--- src/rtl/alu_pkg.sv ---
// alu_pkg: shared definitions for the sequential ALU.
//   - Op-code localparams OP_AND..OP_MUL (3-bit op field); 101-111 are reserved.
//   - FSM state enum alu_state_e. MUL_BUSY exists only when ALU_MUL_EN is defined.
package alu_pkg;

  localparam logic [2:0] OP_AND = 3'b000;
  localparam logic [2:0] OP_OR  = 3'b001;
  localparam logic [2:0] OP_ADD = 3'b010;
  localparam logic [2:0] OP_SLT = 3'b011;
  localparam logic [2:0] OP_MUL = 3'b100;

`ifdef ALU_MUL_EN
  typedef enum logic {
    IDLE,
    MUL_BUSY
  } alu_state_e;
`else
  typedef enum logic {
    IDLE
  } alu_state_e;
`endif

endpackage

--- src/rtl/alu_mul_iter.sv ---
// alu_mul_iter: iterative unsigned shift-add multiplier, low WIDTH bits of a x b.
// Built only when ALU_MUL_EN is defined.
// Ports:
//   clk, rst_n  clock, asynchronous active-low reset
//   start       load operands and begin (count restarts at 0)
//   ack         consumer took the product; clears busy once done
//   a, b        operands (WIDTH)
//   busy        operation in flight or holding a finished product
//   done        WIDTH steps completed; product valid and held
//   product     truncated product (WIDTH)
module alu_mul_iter
  import alu_pkg::*;
#(
  parameter int unsigned WIDTH = 8
) (
  input  logic             clk,
  input  logic             rst_n,
  input  logic             start,
  input  logic             ack,
  input  logic [WIDTH-1:0] a,
  input  logic [WIDTH-1:0] b,
  output logic             busy,
  output logic             done,
  output logic [WIDTH-1:0] product
);

  localparam int unsigned CntW = $clog2(WIDTH + 1);
  localparam logic [CntW-1:0] LastCnt = CntW'(WIDTH);

  logic [WIDTH-1:0] mcand_q, mplier_q, acc_q;
  logic [CntW-1:0]  cnt_q;
  logic             busy_q;

  always_ff @(posedge clk or negedge rst_n) begin
    if (!rst_n) begin
      mcand_q  <= '0;
      mplier_q <= '0;
      acc_q    <= '0;
      cnt_q    <= '0;
      busy_q   <= 1'b0;
    end else if (start) begin
      mcand_q  <= a;
      mplier_q <= b;
      acc_q    <= '0;
      cnt_q    <= '0;
      busy_q   <= 1'b1;
    end else if (busy_q) begin
      if (cnt_q != LastCnt) begin
        // Bits shifted past WIDTH never reach the truncated product, so drop them.
        if (mplier_q[0]) begin
          acc_q <= acc_q + mcand_q;
        end
        mcand_q  <= mcand_q << 1;
        mplier_q <= mplier_q >> 1;
        cnt_q    <= cnt_q + 1'b1;
      end else if (ack) begin
        // Count stays saturated at WIDTH until the product is taken.
        busy_q <= 1'b0;
      end
    end
  end

  assign busy    = busy_q;
  assign done    = busy_q && (cnt_q == LastCnt);
  assign product = acc_q;

endmodule

--- src/rtl/alu_seq.sv ---
// alu_seq: registered WIDTH-bit ALU (AND/OR/ADD/SLT, NOR/SUB via ainvert/binvert) with
// valid/ready on both sides and registered zero/carry/overflow/illegal flags.
// Optional macro ALU_MUL_EN: adds an iterative unsigned multiply (op 100, WIDTH+1 cycle
// latency). Without it op 100 is treated as reserved.
// Ports:
//   clk, rst_n           clock, asynchronous active-low reset
//   in_valid/in_ready    request handshake
//   src1, src2           operands (WIDTH)
//   ainvert, binvert     operand inversion; binvert is also carry-in
//   op                   3-bit operation
//   out_valid/out_ready  result handshake
//   result               result (WIDTH)
//   zero/carry/overflow  result flags; carry/overflow only for ADD/SLT
//   illegal              reserved op
module alu_seq
  import alu_pkg::*;
#(
  parameter int unsigned WIDTH = 8
) (
  input  logic             clk,
  input  logic             rst_n,
  input  logic             in_valid,
  output logic             in_ready,
  input  logic [WIDTH-1:0] src1,
  input  logic [WIDTH-1:0] src2,
  input  logic             ainvert,
  input  logic             binvert,
  input  logic [2:0]       op,
  output logic             out_valid,
  input  logic             out_ready,
  output logic [WIDTH-1:0] result,
  output logic             zero,
  output logic             carry,
  output logic             overflow,
  output logic             illegal
);

  alu_state_e       state_q;
  logic [WIDTH-1:0] result_q;
  logic             zero_q, carry_q, overflow_q, illegal_q, out_valid_q;

  logic             slot_free, accept;
  logic [WIDTH-1:0] a_p, b_p;
  logic [WIDTH:0]   sum_ext;
  logic             sum_ovf;
  logic [WIDTH-1:0] slice_result;
  logic             slice_carry, slice_ovf, slice_illegal;

  // Output slot can take a new result when empty or being drained this cycle.
  assign slot_free = !out_valid_q || out_ready;
  assign in_ready  = (state_q == IDLE) && slot_free;
  assign accept    = in_valid && in_ready;

  // Combinational slice datapath.
  always_comb begin
    a_p           = ainvert ? ~src1 : src1;
    b_p           = binvert ? ~src2 : src2;
    sum_ext       = {1'b0, a_p} + {1'b0, b_p} + {{WIDTH{1'b0}}, binvert};
    sum_ovf       = (a_p[WIDTH-1] == b_p[WIDTH-1]) && (sum_ext[WIDTH-1] != a_p[WIDTH-1]);
    slice_result  = '0;
    slice_carry   = 1'b0;
    slice_ovf     = 1'b0;
    slice_illegal = 1'b0;
    case (op)
      OP_AND: slice_result = a_p & b_p;
      OP_OR:  slice_result = a_p | b_p;
      OP_ADD: begin
        slice_result = sum_ext[WIDTH-1:0];
        slice_carry  = sum_ext[WIDTH];
        slice_ovf    = sum_ovf;
      end
      OP_SLT: begin
        // Sign of the true difference: sum MSB corrected by signed overflow.
        slice_result = {{(WIDTH-1){1'b0}}, sum_ext[WIDTH-1] ^ sum_ovf};
        slice_carry  = sum_ext[WIDTH];
        slice_ovf    = sum_ovf;
      end
      default: slice_illegal = 1'b1;
    endcase
  end

`ifdef ALU_MUL_EN
  logic             mul_start, mul_ack, mul_busy, mul_done;
  logic [WIDTH-1:0] mul_product;

  assign mul_start = accept && (op == OP_MUL);
  assign mul_ack   = (state_q == MUL_BUSY) && slot_free;

  alu_mul_iter #(
    .WIDTH (WIDTH)
  ) u_mul (
    .clk     (clk),
    .rst_n   (rst_n),
    .start   (mul_start),
    .ack     (mul_ack),
    .a       (a_p),
    .b       (b_p),
    .busy    (mul_busy),
    .done    (mul_done),
    .product (mul_product)
  );
`endif

  always_ff @(posedge clk or negedge rst_n) begin
    if (!rst_n) begin
      state_q     <= IDLE;
      out_valid_q <= 1'b0;
      result_q    <= '0;
      zero_q      <= 1'b0;
      carry_q     <= 1'b0;
      overflow_q  <= 1'b0;
      illegal_q   <= 1'b0;
    end else begin
      // Drop valid on handshake; a same-cycle load below re-asserts it.
      if (out_valid_q && out_ready) begin
        out_valid_q <= 1'b0;
      end
      case (state_q)
        IDLE: begin
          if (accept) begin
`ifdef ALU_MUL_EN
            if (op == OP_MUL) begin
              state_q <= MUL_BUSY;
            end else begin
`else
            begin
`endif
              result_q    <= slice_result;
              zero_q      <= (slice_result == '0);
              carry_q     <= slice_carry;
              overflow_q  <= slice_ovf;
              illegal_q   <= slice_illegal;
              out_valid_q <= 1'b1;
            end
          end
        end
`ifdef ALU_MUL_EN
        MUL_BUSY: begin
          if (mul_busy && mul_done && slot_free) begin
            result_q    <= mul_product;
            zero_q      <= (mul_product == '0);
            carry_q     <= 1'b0;
            overflow_q  <= 1'b0;
            illegal_q   <= 1'b0;
            out_valid_q <= 1'b1;
            state_q     <= IDLE;
          end
        end
`endif
        default: state_q <= IDLE;
      endcase
    end
  end

  assign out_valid = out_valid_q;
  assign result    = result_q;
  assign zero      = zero_q;
  assign carry     = carry_q;
  assign overflow  = overflow_q;
  assign illegal   = illegal_q;

endmodule

--- config.mk ---
export PLATFORM = sky130hd
export DESIGN_NAME = alu_seq
export DESIGN_NICKNAME = d
export VERILOG_FILES = /design/src/rtl/alu_pkg.sv /design/src/rtl/alu_mul_iter.sv /design/src/rtl/alu_seq.sv
export SDC_FILE = /design/constraint.sdc
export NUM_CORES = 1
export LEC_CHECK = 0
export CORE_UTILIZATION = 49
export DETAILED_ROUTE_END_ITERATION = 12
export GPL_TIMING_DRIVEN = 0
export PLACE_DENSITY = 0.81
export SLEW_MARGIN = 10
export SYNTH_ARGS = -nofsm -noshare
export SYNTH_HDL_FRONTEND = slang
export SYNTH_SLANG_ARGS = --single-unit
--- constraint.sdc ---
create_clock -name clk -period 1.9 [get_ports clk]
set_input_delay 0.57 -clock clk [delete_from_list [all_inputs] [get_ports clk]]
set_output_delay 0.57 -clock clk [all_outputs]
set_load 0.005 [all_outputs]
==> results of run 1 <==
[critical path, delay by kind of cell]
kind,cells,cell delay [ns]
buf+inv,4,0.50
fa+ha+maj,1,0.39
compound gates,6,1.18
xor+xnor,1,0.15
[synthesized netlist by cell type, drive strengths merged (3+ instances only)]
cell type,number
a21o,5
mux2i,3
nor4b,3
o21ai,8
xor2,15
nand2,9
o31ai,3
ha,16
mux2,5
clkbuf,3
nor2b,3
inv,17
dfrtp,13
nand2b,4
nor2,14
buf,4
a211oi,3
a21oi,8
xnor2,5
a211o,4
nor3,4
[flip-flops by register name, summed over array words and instances, names as in the netlist]
register	count
carry	1
illegal	1
out_valid	1
overflow	1
result	8
zero	1
[cell type report]
cell class              instances  share of cell area
multi-input cells             133              0.5687
repair buffers                 58              0.2222
clock buffers                   4             0.01065
well taps                      31             0.01573
plain buffers                   7             0.02486
flip-flops and latches         13              0.1319
inverters                      17             0.02588
[power by group]
group	internal [mW]	total [mW]	leakage, nW	switching (mW)
registers	0.317	0.340	0.167	0.0229
clock network	0.0821	0.185	0.0150	0.103
logic	0.506	0.984	0.924	0.478
total	0.906	1.51	1.11	0.604
[metrics by stage]
stage | cells | power, mW
floorplan | 170 | 0.7403
global placement | 237 | 0.9455
detailed placement | 237 | 0.9737
CTS | 262 | 1.333
global route | 263 | 1.578
finish | 263 | 1.510
[per-layer routing]
layer,vias up,part of all wire,global-route usage
met3,47,0.061,0.05530
met5,-,0,0
met1,781,0.35,0.3446
met2,105,0.52,0.5647
li1,720,-,-
met4,0,0.071,0.2369
[cells in the final DEF, fill, tap and decap left out, drive strengths merged, types with 2 or more instances in the layout]
cell type	instances
nor2b	3
mux2i	3
nor4b	3
clkdlybuf4s50	21
a31oi	2
buf	31
a211oi	3
a21oi	8
clkbuf	7
dlygate4sd2	7
o21ai	8
mux2	5
o21bai	2
nor2	14
xor2	15
xnor2	5
dfrtp	13
clkdlybuf4s15	3
nand2b	4
nor3	4
nand2	9
ha	16
o31ai	3
and4b	2
a211o	4
a21o	5
inv	17
[worst max path at each step]
stage                     startpoint         to  slack [ns]  depth (start not counted)
after global routing         binvert      carry       -0.79                         12
final                        binvert      carry       -0.71                         12
after global placement       binvert  result[5]       -1.37                          9
after floorplan              binvert  result[5]       -0.76                          8
after CTS                    binvert  result[5]       -0.64                          9
after detailed placement     binvert  result[5]       -1.40                          9
[cells by family after synthesis]
kind of cell	count (synthesis)	share of synthesized area
AOI/OAI and AO/OA	43	0.2048
xor gates and xnor gates	20	0.1328
adders and majority gates	17	0.1508
buffers and inverters	24	0.06940
DFF	13	0.2228
muxes	8	0.05912
and+or+nand+nor	45	0.1603
[what timing repair did]
item | in CTS | in global routing
pin swaps | 41 | 9
setup endpoints to repair | 12 | 11
gates resized for setup | 77 | 16
setup buffers | 21 | 1
hold buffers | 0 | 0
==> impl_metrics.toml, run 1 <==
[run_status]
status = "finished, violations left"
violations = "setup timing"

[logic_synthesis]
synth_top_area_cell = "dfrtp_1"
ys_ff_latch = 13
synth.avg_cell_area_um2 = 8.589
yosysSeqAreaShare = 0.2228
synth-edff-count = 0
async_flop_share = 1.000
synth_area_um2 = 1460
synth.distinct_cells = 42
yosys-top-cells-area = "dfrtp_1, ha_1, xor2_1, inv_1, mux2_2"
synth_ff_type = "dfrtp_1"
synth_top_area_share = 0.2228
synth_nets = 212
synth_warnings = 0
synthCells = 170

[placed_design]
post-dp-hpwl_um = 2797
place_ws_ns = -1.399
placed_area_um2 = 1922
gp_congestion = 0.9107
io_buffers = 36

[global_routing]
grt_pass1_vias = 1698
grt_max_degree = 14
grt_first_pass_wirelength_um = 7707
antenna_found_initial = 0
overflow = 0
track_usage = 0.3228

[pwr]
p_leak_nw = 1.106
irDropWorstVdd_mv = 0.5759
powerDensity_nw_per_um2 = 612.2

[critical_path]
cp-start-kind = "input port"
cp_slowest_cell = "fa_2"
cp-end-kind = "flip-flop"
critPathArrivalTime_ns = 2.79
cp.required_ns = 2.07
rr_worst_depth = 6
r2r_start = "out_valid"
path_class = "input port to flip-flop"
r2r-end = "zero"
reg2reg_slack_ns = 0.06
path_max_fanout = 5
cp_cell_sequence = "buf_8, buf_12, xor2_4, buf_4, fa_2, a211oi_2, o21bai_1, a21o_1, buf_4, a21o_1, a21oi_1, o31ai_1"
cpPeakStageDelay_ns = 0.39

[floorplan]
die_w_um = 56.59
rows = 19
core_um2 = 2781
start_util = 0.5250
io_pins = 39
die_h_um = 56.59
die-area_um2 = 3202

[flow_run]
maxCapViolCount = 0

[sta]
setup_viol = 11
period_needed_ns = 2.615
timing.final.crit_share = 1.376
fin_skew_ns = 0.007441
postLayoutSetupSlackWorst_ns = -0.7147
rsz0062_at_grt = "yes"
slew_headroom = 0.6093
hold_slack_ns = 0.4881
timing.final.hold_violations = 0
timing.fmax_mhz = 382.5
slew_violations = 0
tns_ns = -5.280
tightest_slew_ns = 0.5842

[detailed_routing]
drt-total-wl_um = 5496
wire_per_inst_um = 20.90
drt_first_pass_iters = 4
viasPerCell = 6.285
antenna_left = 0
route.detailed.drc = 0
drt-initial-drc-count = 95
dr_total_vias = 1653

[final_layout]
seqCellArea_um2 = 325.3
diodes = 0
stdcell_area_um2 = 2466
nets = 275
fillers = 122
final_util = 0.8866
drive_gt1_frac = 0.3664
area_growth_pct = 68.89
multiInputGateArea_um2 = 1403

[min_path]
hp-start = "result[4]"
min_to = "result[4]"
worst_hold_path_type = "flip-flop to flip-flop"
hold-path-cell-count = 2

[clock_network]
clkLatencyLatePin_ns = 0.30
clockBufferDepth = 2
clk_pin_slew_ns = 0.08
htreeDepth = 1
cts_tree = "built"
cts.sinks = 13
root_buffer = "clkbuf_4"
cts_buffers = 3
Note: power is estimated with default switching activity, not from simulation.
==> run 2, diff against run 1 <==
--- a/config.mk
+++ b/config.mk
@@ -5,6 +5,7 @@
 export SDC_FILE = /design/constraint.sdc
 export NUM_CORES = 1
 export LEC_CHECK = 0
+export CORE_ASPECT_RATIO = 0.8
 export CORE_UTILIZATION = 49
 export DETAILED_ROUTE_END_ITERATION = 12
 export GPL_TIMING_DRIVEN = 0
==> run 2 against run 1 <==
Net effect:
- the run still ends with setup timing left
- via count up 15%
- worst setup slack worse by 0.075 ns
- clock skew down 0.0066 ns
- fmax down 2.8%
- first-iteration DRC count increased by 130%
- core utilization rose by 5.8 points
- sequential power rose by 2%
- critical endpoint is now result[5]
- critical path depth is 3 lower
- power is 14% higher
- global-route usage grew 0.73 points
==> impl_metrics.toml, run 2 (same netlist as run 1, synthesis figures left out) <==
[clock_network]
clk_pin_slew_ns = 0.06
cts_buffers = 3
cts.sinks = 13
htreeDepth = 1
cts_tree = "built"
root_buffer = "clkbuf_8"
clkLatencyLatePin_ns = 0.25
clockBufferDepth = 2

[global_routing]
grt_max_degree = 14
grt_first_pass_wirelength_um = 8066
overflow = 0
track_usage = 0.3301
grt_pass1_vias = 1682
antenna_found_initial = 0

[detailed_routing]
drt-initial-drc-count = 216
viasPerCell = 6.838
drt-total-wl_um = 7156
dr_total_vias = 1901
drt_first_pass_iters = 9
route.detailed.drc = 0
antenna_left = 0
wire_per_inst_um = 25.74

[floorplan]
start_util = 0.5240
io_pins = 39
die-area_um2 = 3204
die_w_um = 63.03
core_um2 = 2786
rows = 17
die_h_um = 50.83

[critical_path]
crit_end = "result[5]"
critPathArrivalTime_ns = 2.82
cpPeakStageDelay_ns = 0.39
r2r_start = "out_valid"
critPathBufInv = 2
cp-start-kind = "input port"
cp_slowest_cell = "o41a_1"
path_class = "input port to flip-flop"
r2r-end = "zero"
cp_cell_sequence = "buf_8, buf_12, xor2_4, ha_4, and4b_1, or2_1, o41a_1, a221o_1, mux2_4"
rr_worst_depth = 6
cp-end-kind = "flip-flop"
path_max_fanout = 5
crit_family = "compound AO/OA/AOI/OAI gates"
cp.required_ns = 2.03
startpoint = "binvert"
reg2reg_slack_ns = 0.10
cp.depth = 9

[final_layout]
final_common_cell = "buf_4"
area_growth_pct = 80.21
final_cells = 278
nets = 283
diodes = 0
drive_gt1_frac = 0.4292
most-common-layout-cells = "buf_4, clkdlybuf4s50_1, inv_1"
largest_register_ff_count = 8
fillers = 73

[sta]
timing.final.hold_violations = 0
timing.fmax_mhz = 371.8
tns_ns = -7.068
rsz0062_at_grt = "yes"
setup_viol = 11
period_needed_ns = 2.690
slew_violations = 0
slew_headroom = 0.5684
tightest_slew_ns = 0.6453
timing.final.crit_share = 1.416
postLayoutSetupSlackWorst_ns = -0.7896
fin_skew_ns = 0.0008910

[placed_design]
dp_cells = 244
io_buffers = 36
post-dp-hpwl_um = 2827
gp_congestion = 0.9025

[pwr]
p_leak_nw = 1.191
powerDensity_nw_per_um2 = 653.5
irDropWorstVdd_mv = 0.7192
p_total_mw = 1.720

[run_status]
violations = "setup timing"
status = "finished, violations left"

[min_path]
worst_hold_path_type = "flip-flop to flip-flop"

[flow_run]
maxCapViolCount = 0
[run 2: cell count changes in the layout (fill, tap and decap cells not counted), sizes merged]
cell and change:
bufbuf +1, buf +6, dlygate4sd2 -4, clkbuf +1
dlymetal6s2s +3, clkdlybuf4s50 +1
[run 2: worst min-delay path by stage]
stage                    from  depth (start not counted)  slack [ns]         to
CTS                 result[4]                          2        0.49  result[4]
floorplan               rst_n                          0        0.27      carry
detailed placement  result[4]                          2        0.48  result[4]
finish               overflow                          2        0.50   overflow
global placement    result[4]                          2        0.47  result[4]
global route        result[6]                          1        0.53  result[6]
[run 2: cell type report]
| cell class | count | area (um2) | share of cell area |
|---|---|---|---|
| repair buffers | 66 | 634.4 | 0.2411 |
| clock buffers | 4 | 45.04 | 0.01712 |
| inverters | 17 | 63.81 | 0.02425 |
| well taps | 38 | 47.55 | 0.01807 |
| flip-flops and latches | 13 | 325.3 | 0.1236 |
| multi-input cells | 133 | 1453 | 0.5521 |
| plain buffers | 7 | 62.56 | 0.02378 |
[run 2: timing repair]
item | in CTS | in global routing
pin swaps | 36 | 22
setup endpoints to repair | 12 | 11
hold endpoints to repair | 0 | 0
hold buffers | 0 | 0
setup buffers | 17 | 12
gates cloned | 1 | 0
resized for setup | 65 | 41
[run 2: per-stage QoR]
step / utilization / cell area, um2 / setup WS (ns) / hold WS (ns)
2_1_floorplan: - / 1523 / -0.7564 / 0.2744
3_3_place_gp: 0.6929 / 1931 / -1.372 / 0.4699
3_5_place_dp: 0.6929 / 1931 / -1.420 / 0.4758
4_1_cts: 0.8446 / 2354 / -0.6447 / 0.4875
5_1_grt: 0.9443 / 2631 / -0.8422 / 0.5303
6_report: 0.9443 / 2631 / -0.7896 / 0.4957
[run 2: worst reg2reg max path, stage by stage (launching register included)]
cell and delay, ns:
dfrtp_1 0.41, nand2b_4 0.11, nand2_1 0.23, a21o_1 0.30, nor4_4 0.31, o2111ai_2 0.16
o31ai_2 0.20
[run 2: metal layers]
metal | routed length, um | GRT usage
met5 | 0 | 0
met4 | 567 | 0.1124
met3 | 762 | 0.06027
met2 | 3274 | 0.6022
met1 | 2552 | 0.3913
[run 2: power by group]
group / internal [mW] / switching [mW] / total (mW)
clock network: 0.148 / 0.107 / 0.256
registers: 0.318 / 0.0291 / 0.347
logic: 0.551 / 0.566 / 1.12
total: 1.02 / 0.703 / 1.72
